### config.mk
export PLATFORM = sky130hd
export DESIGN_NAME = mdr_mem_if
export DESIGN_NICKNAME = d
export VERILOG_FILES = /design/src/rtl/mdr_mem_if_pkg.sv /design/src/rtl/mdr_wait_timer.sv /design/src/rtl/mdr_mem_if.sv
export SDC_FILE = /design/constraint.sdc
export NUM_CORES = 1
export LEC_CHECK = 0
export BUFFER_PORTS_ARGS = -buffer_cell sky130_fd_sc_hd__buf_4
export CORE_MARGIN = 5
export CORE_UTILIZATION = 43
export CTS_CLUSTER_SIZE = 8
export DETAILED_ROUTE_END_ITERATION = 10
export HOLD_SLACK_MARGIN = 0.08
export PLACE_DENSITY_LB_ADDON = 0.15
export REMOVE_ABC_BUFFERS = 1
export SYNTH_ARGS = -nofsm -noshare
export SYNTH_HDL_FRONTEND = slang
export SYNTH_SLANG_ARGS = --single-unit
### constraint.sdc
create_clock -name clk -period 2.1 [get_ports clk]
set_input_delay 0.42 -clock clk [delete_from_list [all_inputs] [get_ports clk]]
set_output_delay 0.42 -clock clk [all_outputs]
set_load 0.1 [all_outputs]
### src/rtl/mdr_mem_if_pkg.sv
// mdr_mem_if_pkg: shared types and default constants for the MDR memory interface.
//   mdr_state_e        - access FSM states (IDLE, RD_WAIT, WR_WAIT)
//   DATA_W_DEF         - default MDR / memory data width
//   TIMEOUT_CYCLES_DEF - default mem_req cycle limit per access (timeout build)
package mdr_mem_if_pkg;

    typedef enum logic [1:0] {
        IDLE    = 2'd0,
        RD_WAIT = 2'd1,
        WR_WAIT = 2'd2
    } mdr_state_e;

    localparam int DATA_W_DEF         = 32;
    localparam int TIMEOUT_CYCLES_DEF = 16;

endpackage

### src/rtl/mdr_wait_timer.sv
// mdr_wait_timer: counts wait cycles of one memory access.
//   clk, clr   - clock, synchronous active-high reset (count -> 0)
//   clear_i    - restart the count (held while the FSM is idle, so every
//                access starts from 0)
//   tick_i     - one more wait cycle without mem_ready
//   expired_o  - current cycle is the last one allowed for the access
module mdr_wait_timer #(
    parameter int TIMEOUT_CYCLES = 16
) (
    input  logic clk,
    input  logic clr,
    input  logic clear_i,
    input  logic tick_i,
    output logic expired_o
);
    localparam int CW = $clog2(TIMEOUT_CYCLES + 1);

    logic [CW-1:0] cnt_q, cnt_d;

    always_comb begin
        cnt_d = cnt_q;
        if (clear_i)     cnt_d = '0;
        else if (tick_i) cnt_d = cnt_q + 1'b1;
    end

    always_ff @(posedge clk) begin
        if (clr) cnt_q <= '0;
        else     cnt_q <= cnt_d;
    end

    // The count is 0 in the first mem_req cycle, so TIMEOUT_CYCLES-1 marks
    // the final one.
    assign expired_o = (cnt_q == CW'(TIMEOUT_CYCLES - 1));

endmodule

### src/rtl/mdr_mem_if.sv
// mdr_mem_if: memory data register plus read/write handshake to memory.
//   clk, clr     - clock, synchronous active-high reset
//   bus_mux_out  - bus value loaded into the MDR on mdr_in (idle only)
//   mdr_in       - MDR load strobe
//   read, write  - start a read into / write from the MDR (read wins)
//   mem_ready    - memory completion strobe; mem_rdata valid with it
//   mdr_q        - MDR contents; mem_wdata mirrors it
//   mem_req/mem_we - access in progress / access is a write
//   busy, done   - not idle / one-cycle completion pulse
//   timeout_err  - sticky timeout flag
// Optional feature: define MDR_TIMEOUT_EN to abort an access after
// TIMEOUT_CYCLES mem_req cycles without mem_ready. Without it the wait
// states wait indefinitely and timeout_err is 0.
module mdr_mem_if
    import mdr_mem_if_pkg::*;
#(
    parameter int DATA_W         = DATA_W_DEF,
    parameter int TIMEOUT_CYCLES = TIMEOUT_CYCLES_DEF
) (
    input  logic              clk,
    input  logic              clr,
    input  logic [DATA_W-1:0] bus_mux_out,
    input  logic              mdr_in,
    input  logic              read,
    input  logic              write,
    input  logic              mem_ready,
    input  logic [DATA_W-1:0] mem_rdata,
    output logic [DATA_W-1:0] mdr_q,
    output logic              mem_req,
    output logic              mem_we,
    output logic [DATA_W-1:0] mem_wdata,
    output logic              busy,
    output logic              done,
    output logic              timeout_err
);
    mdr_state_e state_q;
    logic       req_q, we_q, done_q, terr_q;
    logic       timeout_hit;

`ifdef MDR_TIMEOUT_EN
    logic expired;

    mdr_wait_timer #(.TIMEOUT_CYCLES(TIMEOUT_CYCLES)) u_timer (
        .clk       (clk),
        .clr       (clr),
        .clear_i   (state_q == IDLE),
        .tick_i    ((state_q != IDLE) && !mem_ready),
        .expired_o (expired)
    );

    // mem_ready is checked first in the FSM, so a completion in the final
    // cycle wins over the timeout.
    assign timeout_hit = expired;
`else
    assign timeout_hit = 1'b0;
`endif

    always_ff @(posedge clk) begin
        if (clr) begin
            state_q <= IDLE;
            mdr_q   <= '0;
            req_q   <= 1'b0;
            we_q    <= 1'b0;
            done_q  <= 1'b0;
            terr_q  <= 1'b0;
        end else begin
            done_q <= 1'b0;
            case (state_q)
                IDLE: begin
                    // Load happens alongside a start: a write sends the new
                    // value, a read later overwrites it.
                    if (mdr_in) mdr_q <= bus_mux_out;
                    if (read) begin
                        state_q <= RD_WAIT;
                        req_q   <= 1'b1;
                        we_q    <= 1'b0;
                    end else if (write) begin
                        state_q <= WR_WAIT;
                        req_q   <= 1'b1;
                        we_q    <= 1'b1;
                    end
                end
                RD_WAIT, WR_WAIT: begin
                    if (mem_ready) begin
                        if (state_q == RD_WAIT) mdr_q <= mem_rdata;
                        done_q  <= 1'b1;
                        state_q <= IDLE;
                        req_q   <= 1'b0;
                        we_q    <= 1'b0;
                    end else if (timeout_hit) begin
                        terr_q  <= 1'b1;
                        state_q <= IDLE;
                        req_q   <= 1'b0;
                        we_q    <= 1'b0;
                    end
                end
                default: begin
                    state_q <= IDLE;
                    req_q   <= 1'b0;
                    we_q    <= 1'b0;
                end
            endcase
        end
    end

    assign mem_req     = req_q;
    assign mem_we      = we_q;
    assign mem_wdata   = mdr_q;
    assign busy        = (state_q != IDLE);
    assign done        = done_q;
    assign timeout_err = terr_q;

endmodule

==> out/results.txt <==
status - finished clean
Worst Path Max Fanout - 32
library cell used as clock root buffer - sky130_fd_sc_hd__clkbuf_8
final cell area excluding filler cells - 3100 um^2
reg2reg path depth - 5
Placement Setup Slack - 73.94 ps
final total negative setup slack - 0 ps
sink count of the clock tree - 36
power density relative to cell area - 1453 nW/um^2
die extent in y - 81.63 um
Crit. path cell count - 5
global-route wire length before repair - 10.52 mm
Critical Path AT - 2080 ps
Synth cell types - 22
leakage dissipation - 1.376 nW
endpoint class of the critical path - register
worst hold path class - in2reg
fraction of layout cells with a size suffix above 1 - 54.20%
worst setup path class - reg2reg
post-layout minimum cycle time - 1917 ps
number of instances on the worst hold path - 2
final number of hold-violating endpoints - 0
initial antenna violation count - 0
count of buffers added by post-CTS timing repair for setup - 0
maximum number of pins on one net before global-route repair - 33
fin crit share - 91.27%
H-tree depth - 2
first-pass iteration count of the detailed router - 4
total global-route track usage - 19.84%
Most used DFF post-synth - sky130_fd_sc_hd__dfxtp_1
total power draw - 4.505 mW
standard cell with the maximum stage delay on the critical path - sky130_fd_sc_hd__nand2b_2
overall via count from detail_route - 2281
Placed Cells incl. Taps - 407
effective utilization at floorplan - 43.75%
Critical Path Start Type - register
Rows - 26
Critical Path Max Stage Delay - 480 ps
hold_ws - 411.4 ps
actual slew at the worst max-slew pin - 584.6 ps
sequential share of the synthesized area - 32.67%
HPWL after DPL - 4.932 mm
Worst Setup Slack, final - 183.3 ps
vias in the first global route - 2156
initial DRC count - 169
final max-slew violation count - 0
post-route insts no fill - 415
worst-case clock buffer depth - 2
latest clock arrival within the worst-skew pair - 290 ps
Mapped Avg Cell Area - 8.823 um^2
total cell area at the placement stage - 3005 um^2
DRT Wirelength - 7.014 mm
die width - 81.63 um
cell family contributing the most delay on the critical path - simple AND/OR/NAND/NOR gates
Synth Cell Area - 2206 um^2
Slew Limit Headroom - 61.03%
peak supply drop - 0.7317 mV
final clock skew - 9.783 ps
Total Nets Final - 417
fraction of the core area covered by cells at the end of the flow - 61.49%
Core Area - 5042 um^2
cell breakdown of the critical path - inv_1 -> ha_1 -> nand2b_2 -> o21ai_0 -> a211oi_2
Clock transition at path regs - 80 ps
Max-cap violations - 0
GP Congestion - 0.8015
routed len/inst - 16.90 um
number of cells produced by synthesis - 250
setup repair after global routing missed its margin - false
number of buffer cells added on primary ports - 137
register bit count reported by yosys - 36
post-route ant nets - 0
Finish-stage setup viols - 0
cell type with the largest total area after synthesis - sky130_fd_sc_hd__dfxtp_1
area share of the largest cell type after synthesis - 32.67%
TritonCTS buffer count - 5
top cells by count, synth - 36 x sky130_fd_sc_hd__dfxtp_1, 34 x sky130_fd_sc_hd__a21oi_1, 33 x sky130_fd_sc_hd__buf_4, 33 x sky130_fd_sc_hd__o21ai_0, 32 x sky130_fd_sc_hd__a31oi_1
top-count cell post-synth - sky130_fd_sc_hd__dfxtp_1
Area Growth Syn to Fin - 40.56%
remaining global-route overflow - 0
ys async rst share - 0%
die outline area - 6663 um^2
CTS tree - built
required time worst endpoint - 2260 ps
count of flip-flops with a built-in enable after synthesis - 0
number of warnings issued by yosys - 0
worst path buffer plus inverter count - 1
I/O pin count - 139
via/cell ratio - 5.496
largest cells by area after synthesis - sky130_fd_sc_hd__dfxtp_1 33%, sky130_fd_sc_hd__a211oi_2 17%, sky130_fd_sc_hd__buf_4 11%
n_diodes - 0
post-detailed-route DRC marker count - 0
Achievable Freq - 521.7 MHz
hold_buf cts - 0
## metal layers
layer	vias up	global-route usage (%)	routed length, um
li1	1084	-	-
met1	1078	24.78	2879
met2	107	33.79	3436
met3	12	5.044	594
met4	0	5.482	103
met5	-	0	0
## cell families (layout without fill, tap and decap cells)
| kind of cell | count (synthesis) | in the layout | synth area share [%] |
|---|---|---|---|
| compound gates | 133 | 133 | 42.82 |
| buf+inv | 65 | 160 | 18.89 |
| flops | 36 | 36 | 32.67 |
| simple gates | 11 | 11 | 3.063 |
| fa+ha+maj | 3 | 3 | 1.702 |
| other cells | 1 | 1 | 0.1700 |
| mux | 1 | 1 | 0.6805 |
## what timing repair did
action	CTS	global route
endpoints found under the hold margin	0	0
setup endpoints to repair	0	10
gates resized for setup	0	1
## report_power, final
| group | switching (mW) | internal, mW | leakage, nW | total, mW |
|---|---|---|---|---|
| registers | 0.115 | 0.817 | 0.298 | 0.931 |
| logic | 2.41 | 0.652 | 1.03 | 3.06 |
| clock network | 0.244 | 0.268 | 0.0455 | 0.512 |
| total | 2.77 | 1.74 | 1.38 | 4.51 |
## layout make-up
type | instances | area, um^2
fill | 458 | 1942
timing repair buffer | 148 | 1111
sequential | 36 | 720.7
inverter | 4 | 15.01
multi-input combinational | 149 | 1076
tap | 70 | 87.58
clock buffer | 8 | 90.09
## layout by cell type (no fill, tap or decap), types with 2 or more instances in the layout
cell                       instances
sky130_fd_sc_hd__o21ai_0          33
sky130_fd_sc_hd__nand2b_1          3
sky130_fd_sc_hd__ha_1              3
sky130_fd_sc_hd__clkbuf_8          6
sky130_fd_sc_hd__dfxtp_1          36
sky130_fd_sc_hd__a211oi_2         30
sky130_fd_sc_hd__clkbuf_1          2
sky130_fd_sc_hd__nand3_1           2
sky130_fd_sc_hd__inv_1             4
sky130_fd_sc_hd__a31oi_1          32
sky130_fd_sc_hd__a211oi_1          3
sky130_fd_sc_hd__a21oi_1          34
sky130_fd_sc_hd__buf_4           148
## sequential cells by signal (all words and copies together) (netlist names)
register	flops
mdr_q	32
state_q	2
mem_req	1
done	1
## path summary, 6_finish.rpt
path         slack (ps)    endpoint        from
max                 180   mdr_q[13]  state_q[1]
min                 410        done   mem_ready
max reg2reg         180   mdr_q[13]  state_q[1]
min reg2reg         490  state_q[0]  state_q[0]
Note: power is estimated with default switching activity, not from simulation.
